File: src/rtl/nrzi_rx_pkg.sv
// Shared USB receive definitions: line states, receiver FSM states,
// protocol constants and packet-size constants.
package nrzi_rx_pkg;

   // Encoding matches the raw {dp, dm} pair so a sample casts directly.
   typedef enum logic [1:0] {
      SE0 = 2'b00,
      K   = 2'b01,
      J   = 2'b10,
      SE1 = 2'b11
   } line_state_t;

   typedef enum logic [2:0] {
      RX_IDLE  = 3'd0,
      RX_SYNC  = 3'd1,
      RX_DATA  = 3'd2,
      RX_EOP   = 3'd3,
      RX_ABORT = 3'd4
   } rx_state_t;

   // Decoded 0s that must precede the terminating 1 of SYNC.
   localparam int unsigned SYNC_ZEROS = 7;
   // Consecutive decoded 1s after which a stuffed 0 is expected.
   localparam int unsigned STUFF_RUN  = 6;
   // SE0 bit times that make up a valid EOP.
   localparam int unsigned EOP_SE0    = 2;

   // Packet sizes in bytes, PID included.
   localparam int unsigned TOK_S       = 3;
   localparam int unsigned DATA_S      = 1027;
   localparam int unsigned HANDSHAKE_S = 1;

   function automatic logic is_jk(input line_state_t s);
      return (s == J) || (s == K);
   endfunction

endpackage

File: src/rtl/nrzi_rx_unstuff.sv
// Bit de-stuffing: tracks the run of decoded 1s, drops the stuffed 0,
// flags a stuffing violation and counts removed bits per packet.
module nrzi_rx_unstuff #(
   parameter int unsigned STUFF_RUN = 6
) (
   input  logic       clk,
   input  logic       rst_b,
   input  logic       clear,
   input  logic       en,
   input  logic       dec_bit,
   output logic       emit,
   output logic       stuff_err,
   output logic [5:0] stuffed_cnt
);

   localparam int unsigned OW = $clog2(STUFF_RUN + 1);
   localparam logic [OW-1:0] RUN = OW'(STUFF_RUN);

   logic [OW-1:0] ones_cnt;
   logic          at_run;
   logic          drop;

   // Classify the current decoded bit as payload, stuffed bit or violation.
   always_comb begin
      at_run    = (ones_cnt == RUN);
      emit      = en && !at_run;
      drop      = en && at_run && !dec_bit;
      stuff_err = en && at_run && dec_bit;
   end

   // Run-length counter and saturating stuffed-bit counter.
   always_ff @(posedge clk or negedge rst_b) begin
      if (!rst_b) begin
         ones_cnt    <= '0;
         stuffed_cnt <= '0;
      end else if (clear) begin
         ones_cnt    <= '0;
         stuffed_cnt <= '0;
      end else if (en) begin
         if (at_run)
            ones_cnt <= '0;
         else if (dec_bit)
            ones_cnt <= ones_cnt + 1'b1;
         else
            ones_cnt <= '0;
         if (drop && (stuffed_cnt != '1))
            stuffed_cnt <= stuffed_cnt + 1'b1;
      end
   end

endmodule

File: src/rtl/nrzi_rx.sv
// USB NRZI receiver: classifies dp/dm samples, locks on SYNC, decodes and
// de-stuffs the payload, detects EOP and reports stuffing/EOP errors.
module nrzi_rx
   import nrzi_rx_pkg::*;
(
   input  logic       clk,
   input  logic       rst_b,
   input  logic       dp_in,
   input  logic       dm_in,
   output logic       bstr_out,
   output logic       bstr_out_valid,
   output logic       rx_active,
   output logic       pkt_end,
   output logic       stuff_err,
   output logic       eop_err,
   output logic [5:0] stuffed_out
);

   localparam int unsigned ZW = $clog2(SYNC_ZEROS + 2);
   localparam int unsigned SW = $clog2(EOP_SE0 + 1);
   localparam logic [ZW-1:0] SYNC_ZEROS_C = ZW'(SYNC_ZEROS);
   localparam logic [SW-1:0] EOP_SE0_C    = SW'(EOP_SE0);

   line_state_t   line_q, prev_q;
   rx_state_t     state, state_d;
   logic [ZW-1:0] zero_cnt, zero_d;
   logic [SW-1:0] se0_cnt, se0_d;
   logic          abt_se0, abt_d;
   logic          dec_bit;
   logic          line_jk;
   logic          lock;
   logic          pkt_d, eop_d, act_d;
   logic          ust_en, ust_emit, ust_err;

   assign line_jk = is_jk(line_q);
   assign dec_bit = (line_q == prev_q);
   assign ust_en  = (state == RX_DATA) && line_jk;

   nrzi_rx_unstuff #(
      .STUFF_RUN (STUFF_RUN)
   ) u_unstuff (
      .clk         (clk),
      .rst_b       (rst_b),
      .clear       (lock),
      .en          (ust_en),
      .dec_bit     (dec_bit),
      .emit        (ust_emit),
      .stuff_err   (ust_err),
      .stuffed_cnt (stuffed_out)
   );

   // Receiver FSM next-state and pulse decisions for the registered sample.
   always_comb begin
      state_d = state;
      zero_d  = zero_cnt;
      se0_d   = se0_cnt;
      abt_d   = abt_se0;
      lock    = 1'b0;
      pkt_d   = 1'b0;
      eop_d   = 1'b0;
      act_d   = rx_active;
      case (state)
         RX_IDLE: begin
            if (line_q == K) begin
               state_d = RX_SYNC;
               zero_d  = ZW'(1);
            end
         end
         RX_SYNC: begin
            if (!line_jk) begin
               state_d = RX_IDLE;
            end else if (!dec_bit) begin
               if (zero_cnt != '1)
                  zero_d = zero_cnt + 1'b1;
            end else if (zero_cnt == SYNC_ZEROS_C) begin
               state_d = RX_DATA;
               lock    = 1'b1;
               act_d   = 1'b1;
            end else begin
               state_d = RX_IDLE;
            end
         end
         RX_DATA: begin
            case (line_q)
               J, K: begin
                  if (ust_err) begin
                     state_d = RX_ABORT;
                     act_d   = 1'b0;
                     abt_d   = 1'b0;
                  end
               end
               SE0: begin
                  state_d = RX_EOP;
                  se0_d   = SW'(1);
               end
               SE1: begin
                  eop_d   = 1'b1;
                  state_d = RX_ABORT;
                  act_d   = 1'b0;
                  abt_d   = 1'b0;
               end
            endcase
         end
         RX_EOP: begin
            if ((line_q == J) && (se0_cnt == EOP_SE0_C)) begin
               pkt_d   = 1'b1;
               act_d   = 1'b0;
               state_d = RX_IDLE;
            end else if ((line_q == SE0) && (se0_cnt != EOP_SE0_C)) begin
               se0_d = se0_cnt + 1'b1;
            end else begin
               eop_d   = 1'b1;
               act_d   = 1'b0;
               abt_d   = 1'b0;
               state_d = RX_ABORT;
            end
         end
         RX_ABORT: begin
            if (line_q == SE0)
               abt_d = 1'b1;
            else if ((line_q == J) && abt_se0)
               state_d = RX_IDLE;
         end
         default: state_d = RX_IDLE;
      endcase
   end

   // Input register, J/K history, FSM state and registered outputs.
   always_ff @(posedge clk or negedge rst_b) begin
      if (!rst_b) begin
         line_q         <= J;
         prev_q         <= J;
         state          <= RX_IDLE;
         zero_cnt       <= '0;
         se0_cnt        <= '0;
         abt_se0        <= 1'b0;
         bstr_out       <= 1'b0;
         bstr_out_valid <= 1'b0;
         rx_active      <= 1'b0;
         pkt_end        <= 1'b0;
         stuff_err      <= 1'b0;
         eop_err        <= 1'b0;
      end else begin
         line_q <= line_state_t'({dp_in, dm_in});
         if (line_jk)
            prev_q <= line_q;
         state          <= state_d;
         zero_cnt       <= zero_d;
         se0_cnt        <= se0_d;
         abt_se0        <= abt_d;
         bstr_out       <= ust_emit && dec_bit;
         bstr_out_valid <= ust_emit;
         rx_active      <= act_d;
         pkt_end        <= pkt_d;
         stuff_err      <= ust_err;
         eop_err        <= eop_d;
      end
   end

endmodule
File: config.mk
export PLATFORM = sky130hd
export DESIGN_NAME = nrzi_rx
export DESIGN_NICKNAME = d
export VERILOG_FILES = /design/src/rtl/nrzi_rx_pkg.sv /design/src/rtl/nrzi_rx_unstuff.sv /design/src/rtl/nrzi_rx.sv
export SDC_FILE = /design/constraint.sdc
export NUM_CORES = 1
export LEC_CHECK = 0
export ABC_AREA = 1
export CORE_MARGIN = 2
export CORE_UTILIZATION = 36
export CTS_BUF_LIST = sky130_fd_sc_hd__clkbuf_4
export DETAILED_ROUTE_END_ITERATION = 10
export MAX_ROUTING_LAYER = met4
export SLEW_MARGIN = 0
export SYNTH_ARGS = -nofsm -noshare
export SYNTH_HDL_FRONTEND = slang
export SYNTH_SLANG_ARGS = --single-unit
File: constraint.sdc
create_clock -name clk -period 4.8 [get_ports clk]
set_clock_uncertainty 0.1 [all_clocks]
set_input_delay 1.44 -clock clk [delete_from_list [all_inputs] [get_ports clk]]
set_output_delay 1.44 -clock clk [all_outputs]
set_load 0.005 [all_outputs]
==> results.py, run 1 <==
metrics = {
    "cells_and_area": {
        "antenna_cells": 0,
        "multi_input_area_um2": 761,
        "drive_gt1_share_pct": 11.7,
        "final_nets": 235,
        "area_growth_pct": 16.5,
        "regArea_um2": 728,
        "n_fill_cell": 431,
    },
    "global_route": {
        "track_usage_pct": 13.6,
        "grt_antenna_before_repair": 0,
        "overflow": 0,
        "grt_pass1_wl_um": 5240,
        "grt_pass1_vias": 1230,
        "grt_max_degree": 30,
    },
    "worst_setup_path": {
        "regToRegEndpoint": "u_unstuff.stuffed_cnt[4]",
        "critPathRequiredTime_ps": 3260,
        "crit_start": "u_unstuff.stuffed_cnt[2]",
        "r2r_cells": 9,
        "slowest_delay_ps": 530,
        "crit_path_end": "stuffed_out[2]",
        "startpoint_type": "flop",
        "r2r_start": "line_q[1]",
        "cp_slowest_cell": "clkdlybuf4s50_1",
        "path_cells": "clkdlybuf4s50_1",
        "arrival_ps": 1300,
        "crit_path_max_fanout": 6,
        "crit_family": "buffers and inverters",
        "setup.worst_path.end_class": "output pin",
        "crit_buf_inv": 1,
        "cp_num_cells": 1,
        "rrSetupSlack_ps": 2670,
        "crit_type": "flop to output pin",
    },
    "clock_network": {
        "post_cts_buffers": 0,
        "cts.sinks": 29,
        "root_buffer": "clkbuf_4",
        "cts_tree": "built",
        "clk_pin_slew_ps": 100,
        "clock_latency_ps": 330,
        "cts_buffers": 5,
        "htree_num_levels": 2,
        "cts_max_path_buffers": 2,
        "hold_buffers": 0,
        "cts_resized": 0,
    },
    "route": {
        "drtAntennaViolNets": 0,
        "via_per_inst": 4.79,
        "drtIter0Drc": 131,
        "firstDrtPassIters": 4,
        "wl_per_cell_um": 10.7,
        "vias": 1318,
        "finalWirelength_um": 2950,
        "drc": 0,
    },
    "pwr": {
        "leakage_uw": 0.000988,
        "worst_ir_drop_vdd_mv": 0.137,
        "power_density_mw_per_mm2": 302,
    },
    "logic_synthesis": {
        "synth_nets": 213,
        "synth_largest_area_cell": "dfrtp_1",
        "async_flop_share_pct": 100,
        "synthFlopType": "dfrtp_1",
        "netlist_top_cells_area": "dfrtp_1 (42%), nand2_1 (13%), nand3_1 (7.7%), ha_1 (7.0%), inv_1 (6.0%)",
        "synth_top_area_share_pct": 41.8,
        "synth.most_common_cell": "nand2_1",
        "synth_cell_types": 30,
        "synth.avg_cell_area_um2": 8.08,
        "synth_area_mm2": 0.00162,
        "synth_warnings": 0,
        "netlist_top_cells_count": "nand2_1 (55), dfrtp_1 (27), inv_1 (26), nand3_1 (25), o21ai_0 (13)",
        "yosysSeqAreaShare_pct": 45.0,
        "synth_enable_flop_cells": 0,
        "synthCells": 200,
        "synth-seq-cells": 29,
    },
    "sta": {
        "drv_slew": 0,
        "clock.fmax_mhz": 352,
        "post-route-period-util_pct": 59.2,
        "slew_headroom_pct": 74.3,
        "final-setup-viol-count": 0,
        "rsz0062_at_grt": "no",
        "hold_violations": 0,
        "setup_tns_ps": 0,
        "holdWs_ps": 399,
        "tightest_slew_ps": 384,
        "period_needed_ps": 2840,
        "setup_slack_ps": 1960,
    },
    "floorplanning": {
        "fp.dieW_um": 71.0,
        "ios": 16,
        "num_rows": 24,
        "start_util_pct": 37.1,
        "fp.dieH_um": 71.0,
        "coreArea_mm2": 0.00435,
        "die_area_mm2": 0.00504,
    },
    "place": {
        "dp_hpwl_um": 2150,
        "io_buffers": 15,
        "place_worst_setup_slack_ps": 2320,
        "gp_congestion": 0.945,
    },
    "status": {
        "status": "finished clean",
    },
    "min_path": {
        "hp-class": "flop to flop",
    },
    "run": {
        "drv_cap": 0,
    },
}
==> flip-flops by register name, summed over array words and instances (netlist names) <==
register               count
u_unstuff.ones_cnt         3
stuff_err                  1
eop_err                    1
prev_q                     2
u_unstuff.stuffed_cnt      6
zero_cnt                   4
bstr_out                   1
abt_se0                    1
bstr_out_valid             1
pkt_end                    1
line_q                     2
rx_active                  1
se0_cnt                    2
state                      3
==> kinds of logic (layout without fill, tap and decap cells) <==
kind of cell / after synthesis / count (layout) / share of synthesized area [%]
xor gates and xnor gates: 3 / 3 / 1.63
AOI/OAI and AO/OA: 22 / 22 / 8.05
and+or+nand+nor: 105 / 105 / 30.4
DFF: 29 / 29 / 45.0
adders and majority gates: 9 / 9 / 6.97
buffers and inverters: 32 / 55 / 7.89
==> layer usage <==
layer  GRT usage [%]  routed length [um]  vias up
met1            17.3                1460      599
li1                -                   -      685
met2            19.8                1310       27
met5               -                   0        -
met4            6.50                  63        0
met3            4.27                 119        7
==> layout by cell type, fill, tap and decap left out, drive strengths merged, types with 6 or more instances in the layout <==
cell,n
clkbuf,6
clkdlybuf4s50,15
dfrtp,27
ha,9
inv,31
nand2,57
nand3,26
nand4,6
nor2,13
o21ai,15
==> worst min path at each step <==
stage	startpoint	to	slack [ps]	depth (start not counted)
after global placement	abt_se0	abt_se0	370	2
after floorplan	abt_se0	abt_se0	340	2
after global routing	abt_se0	abt_se0	410	2
final	abt_se0	abt_se0	400	2
after detailed placement	abt_se0	abt_se0	380	2
after CTS	abt_se0	abt_se0	400	2
==> final cells by class <==
| cell class | instances | share of cell area [%] |
|---|---|---|
| clock inverter | 2 | 0.532 |
| timing repair buffer | 16 | 8.37 |
| clock buffer | 6 | 2.39 |
| sequential | 29 | 38.7 |
| multi-input combinational | 139 | 40.4 |
| tap | 52 | 3.46 |
| inverter | 31 | 6.18 |
==> report_power, final <==
group / switching (uW) / internal, uW / total (uW) / leakage, uW
Sequential: 18.9 / 267 / 286 / 0.000389
Combinational: 89.7 / 48.4 / 138 / 0.000564
Clock: 84.0 / 61.3 / 145 / 0.0000354
Total: 193 / 377 / 569 / 0.000988
==> per-stage QoR <==
step	cells	instance area [um^2]	power, uW	utilization [%]
6_report	275	1880	569	43.2
2_1_floorplan	200	1620	397	-
3_3_place_gp	267	1830	429	42.0
4_1_cts	275	1880	580	43.2
5_1_grt	275	1880	616	43.2
3_5_place_dp	267	1830	429	42.0
Power figures use the tool's default switching activity.
==> run 2, diff against run 1 <==
==> constraint.sdc (replaced) <==
create_clock -name clk -period 2.29 [get_ports clk]
set_clock_uncertainty 0.1 [all_clocks]
set_input_delay 0.687 -clock clk [delete_from_list [all_inputs] [get_ports clk]]
set_output_delay 0.687 -clock clk [all_outputs]
set_load 0.005 [all_outputs]
==> run 2 against run 1 <==
Critical path depth is the same. Via count decreased by 2.5%. First-iteration DRC count is 31% lower. Global-route usage down 0.13 points. Final area up 0.13%. Final cell count grew 0.36%. Critical endpoint is now stuffed_out[4].
==> results.py, run 2 (synthesis gave the netlist of run 1 again) <==
metrics = {
    "status": {
        "status": "finished clean",
    },
    "sta": {
        "final-setup-viol-count": 0,
        "drv_slew": 0,
        "hold_violations": 0,
        "post-route-period-util_pct": 90.9,
        "rsz0062_at_grt": "no",
        "clock.fmax_mhz": 480,
        "slew_headroom_pct": 75.7,
        "period_needed_ps": 2080,
        "setup_tns_ps": 0,
        "setup_slack_ps": 209,
        "tightest_slew_ps": 363,
    },
    "floorplanning": {
        "ios": 16,
        "num_rows": 24,
        "fp.dieW_um": 71.0,
        "start_util_pct": 37.1,
        "die_area_mm2": 0.00504,
        "fp.dieH_um": 71.0,
        "coreArea_mm2": 0.00435,
    },
    "worst_setup_path": {
        "r2r_cells": 10,
        "cp_num_cells": 1,
        "path_cells": "clkdlybuf4s50_1",
        "setup.worst_path.end_class": "output pin",
        "crit_family": "buffers and inverters",
        "startpoint_type": "flop",
        "crit_type": "flop to output pin",
        "crit_buf_inv": 1,
        "arrival_ps": 1290,
        "crit_path_max_fanout": 5,
        "cp_slowest_cell": "clkdlybuf4s50_1",
        "critPathRequiredTime_ps": 1500,
        "slowest_delay_ps": 530,
    },
    "route": {
        "finalWirelength_um": 3050,
        "firstDrtPassIters": 5,
        "drtIter0Drc": 90,
        "via_per_inst": 4.66,
        "wl_per_cell_um": 11.0,
        "drtAntennaViolNets": 0,
        "drc": 0,
        "vias": 1285,
    },
    "pwr": {
        "worst_ir_drop_vdd_mv": 0.254,
        "power_density_mw_per_mm2": 629,
        "leakage_uw": 0.000987,
    },
    "clock_network": {
        "cts_buffers": 5,
        "clk_pin_slew_ps": 100,
        "post_cts_buffers": 0,
        "cts_tree": "built",
        "root_buffer": "clkbuf_4",
        "cts_resized": 0,
        "cts.sinks": 29,
        "cts_max_path_buffers": 2,
        "htree_num_levels": 2,
        "clock_latency_ps": 330,
        "hold_buffers": 0,
    },
    "cells_and_area": {
        "regArea_um2": 728,
        "final_cell_mix": "nand2_1 (55), dfrtp_1 (27), inv_1 (26), nand3_1 (25), clkdlybuf4s50_1 (15)",
        "n_fill_cell": 436,
        "multi_input_area_um2": 761,
        "final_common_cell": "nand2_1",
        "top_register": "u_unstuff.stuffed_cnt",
        "top_regs": "u_unstuff.stuffed_cnt: 6 flops, zero_cnt: 4 flops",
        "area_growth_pct": 16.6,
        "final_nets": 236,
        "antenna_cells": 0,
        "drive_gt1_share_pct": 11.2,
        "largest_register_ffs": 6,
    },
    "place": {
        "io_buffers": 15,
        "gp_congestion": 0.843,
        "place_worst_setup_slack_ps": 377,
        "dp_hpwl_um": 2250,
    },
    "min_path": {
        "min_path_cells": 2,
        "hp-class": "flop to flop",
    },
    "run": {
        "drv_cap": 0,
    },
    "global_route": {
        "grt_pass1_wl_um": 5140,
        "grt_busiest_layer": "met2",
        "grt_antenna_before_repair": 0,
        "grt_pass1_vias": 1174,
        "grt_max_degree": 30,
        "grt_util_met3_pct": 2.99,
        "gr-usage-met1_pct": 17.9,
        "use_met2_pct": 19.1,
        "track_usage_pct": 13.5,
        "overflow": 0,
    },
}
run 2: worst paths after layout:
path / startpoint / endpoint / slack (ps)
worst max-delay path: u_unstuff.stuffed_cnt[4] / stuffed_out[4] / 210
worst min register to register: abt_se0 / abt_se0 / 390
worst min-delay path: abt_se0 / abt_se0 / 390
min in group asynchronous: rst_b / se0_cnt[1] / 630
worst max register to register: line_q[1] / state[0] / 380
max in group asynchronous: rst_b / line_q[1] / 1150
run 2: through the flow:
stage	cells	util, %	power, uW	cell area [um^2]	hold slack, ps
after CTS	276	43.3	1200	1890	396
final	276	43.3	1190	1890	394
after global placement	268	42.2	903	1840	381
after floorplan	200	-	832	1620	291
after detailed placement	268	42.2	908	1840	368
after global routing	276	43.3	1280	1890	437
run 2: power by group:
group	leakage [uW]	switching, uW	total (uW)	internal (uW)
Combinational	0.000569	191	294	103
Sequential	0.000389	42.9	602	559
Clock	0.0000300	180	290	111
Total	0.000987	414	1190	773
run 2: layout make-up:
| cell class | instances | share of cell area, % |
|---|---|---|
| Clock inverter | 3 | 0.664 |
| Multi-Input combinational cell | 139 | 40.3 |
| Sequential cell | 29 | 38.6 |
| Timing Repair Buffer | 17 | 8.76 |
| Inverter | 31 | 6.17 |
| Clock buffer | 5 | 1.99 |
| Tap cell | 52 | 3.45 |
run 2: routing by layer:
layer | part of all wire (%) | up-vias
li1 | - | 685
met1 | 49 | 568
met2 | 44 | 27
met3 | 5.2 | 5
met4 | 1.7 | 0
met5 | 0 | -
==> run 3, diff against run 2 <==
--- a/config.mk
+++ b/config.mk
@@ -6,11 +6,13 @@
 export NUM_CORES = 1
 export LEC_CHECK = 0
 export ABC_AREA = 1
+export CORE_ASPECT_RATIO = 1.1
 export CORE_MARGIN = 2
 export CORE_UTILIZATION = 36
 export CTS_BUF_LIST = sky130_fd_sc_hd__clkbuf_4
 export DETAILED_ROUTE_END_ITERATION = 10
 export MAX_ROUTING_LAYER = met4
+export SKIP_LAST_GASP = 1
 export SLEW_MARGIN = 0
 export SYNTH_ARGS = -nofsm -noshare
 export SYNTH_HDL_FRONTEND = slang
==> run 3 against run 2 <==
Die area is essentially flat. First-iteration DRC count shrank 24%. Combinational power shrank 1%. Worst hold slack gained 12 ps. Final area shrank 0.27%. Clock power shrank 1%. Setup slack lost 4.0 ps. Final cell count grew 0.36%. Largest cell class unchanged. Highest routed layer unchanged.
==> results.py, run 3 (synthesis gave the netlist of run 1 again) <==
metrics = {
    "place": {
        "io_buffers": 15,
        "dp_hpwl_um": 2250,
        "gp_congestion": 0.886,
    },
    "pwr": {
        "internal-power_uw": 771,
        "pwr-share-seq_pct": 51.0,
        "worst_ir_drop_vdd_mv": 0.404,
        "p_sw_share_pct": 34.4,
        "leakage_uw": 0.000983,
        "clockPowerShare_pct": 24.3,
        "p_sw_uw": 405,
        "power_density_mw_per_mm2": 625,
        "power_frac_comb_pct": 24.7,
    },
    "worst_setup_path": {
        "setup.worst_path.end_class": "output pin",
        "slowest_delay_ps": 530,
        "cp_slowest_cell": "clkdlybuf4s50_1",
        "startpoint_type": "flop",
        "path_cells": "clkdlybuf4s50_1",
        "crit_family": "buffers and inverters",
        "crit_type": "flop to output pin",
        "crit_buf_inv": 1,
        "crit_path_max_fanout": 6,
        "arrival_ps": 1300,
        "critPathRequiredTime_ps": 1500,
    },
    "cells_and_area": {
        "final_common_cell": "nand2_1",
        "final_cell_mix": "nand2_1 (55), dfrtp_1 (27), inv_1 (26), nand3_1 (25), clkdlybuf4s50_1 (15)",
        "regArea_um2": 728,
        "final_nets": 235,
        "top_register": "u_unstuff.stuffed_cnt",
        "n_fill_cell": 434,
        "largest_register_ffs": 6,
        "drive_gt1_share_pct": 10.8,
        "top_regs": "u_unstuff.stuffed_cnt: 6 flops, zero_cnt: 4 flops",
        "antenna_cells": 0,
        "area_growth_pct": 16.3,
        "multi_input_area_um2": 761,
    },
    "min_path": {
        "hp-class": "flop to flop",
    },
    "route": {
        "firstDrtPassIters": 4,
        "drc": 0,
        "vias": 1294,
        "drtIter0Drc": 68,
        "via_per_inst": 4.67,
        "drtAntennaViolNets": 0,
        "wl_per_cell_um": 10.9,
        "finalWirelength_um": 3030,
    },
    "sta": {
        "final-setup-viol-count": 0,
        "period_needed_ps": 2090,
        "drv_slew": 0,
        "slew_headroom_pct": 74.8,
        "hold_violations": 0,
        "clock.fmax_mhz": 480,
        "setup_tns_ps": 0,
        "post-route-period-util_pct": 91.1,
        "tightest_slew_ps": 377,
        "holdWs_ps": 406,
        "rsz0062_at_grt": "no",
    },
    "floorplanning": {
        "fp.dieH_um": 74.3,
        "num_rows": 25,
        "die_area_mm2": 0.00504,
        "start_util_pct": 37.4,
        "coreArea_mm2": 0.00432,
        "ios": 16,
        "fp.dieW_um": 67.9,
    },
    "clock_network": {
        "cts_resized": 0,
        "post_cts_buffers": 0,
        "root_buffer": "clkbuf_4",
        "htree_num_levels": 2,
        "cts.sinks": 29,
        "clock_latency_ps": 330,
        "cts_tree": "built",
        "cts_max_path_buffers": 2,
        "cts_buffers": 5,
        "clk_pin_slew_ps": 90,
        "hold_buffers": 0,
    },
    "status": {
        "status": "finished clean",
    },
    "global_route": {
        "track_usage_pct": 15.0,
        "overflow": 0,
        "grt_pass1_wl_um": 5440,
        "grt_pass1_vias": 1263,
        "grt_max_degree": 30,
        "grt_antenna_before_repair": 0,
    },
    "run": {
        "drv_cap": 0,
    },
}
## run 3: final timing paths
check	startpoint	end	slack, ps	depth (start not counted)
setup / recovery	u_unstuff.stuffed_cnt[2]	stuffed_out[2]	200	1
hold / removal	abt_se0	abt_se0	410	2
setup reg to reg	line_q[1]	u_unstuff.stuffed_cnt[3]	220	9
hold reg to reg	abt_se0	abt_se0	410	2
max in group asynchronous	rst_b	line_q[1]	1160	2
min in group asynchronous	rst_b	rx_active	620	2
## run 3: through the flow
stage                     instance area, um^2  power, uW  worst slack [ps]  std cells  util [%]
after floorplan                          1620        832               409        200         -
after global placement                   1830        901               282        269      42.4
after detailed placement                 1830        900               211        269      42.4
after CTS                                1880       1200               170        277      43.6
after global routing                     1880       1280              72.9        277      43.6
final                                    1880       1180               205        277      43.6
## run 3: per-layer routing
metal | part of all wire, % | global-route usage, % | vias to the layer above
li1 | - | - | 693
met3 | 2.8 | 4.08 | 6
met2 | 46 | 22.4 | 14
met1 | 48 | 18.6 | 581
met4 | 2.7 | 7.33 | 0
met5 | 0 | - | -
## run 3: power by group through the flow
| stage | combinational (uW) | clock [uW] | sequential, uW |
|---|---|---|---|
| finish | 290 | 286 | 600 |
| CTS | 293 | 307 | 600 |
| floorplan | 230 | 0 | 602 |
| global route | 339 | 333 | 606 |
| global placement | 291 | 0 | 610 |
| detailed placement | 292 | 0 | 609 |
## run 3: cell type report
| type | count | share of cell area [%] |
|---|---|---|
| Clock buffer | 5 | 2.00 |
| Clock inverter | 3 | 0.665 |
| Inverter | 31 | 6.19 |
| Multi-Input combinational cell | 139 | 40.5 |
| Sequential cell | 29 | 38.7 |
| Tap cell | 54 | 3.59 |
| Timing Repair Buffer | 16 | 8.38 |
## run 3: worst register-to-register path, cell delays in order (launching register included)
cell     delay (ps)
dfstp_2         580
inv_2            50
ha_1            430
nand4_2         220
inv_2           100
nand3_2          80
nor2_4          180
inv_2           100
nand3_1          70
nand2_1          60
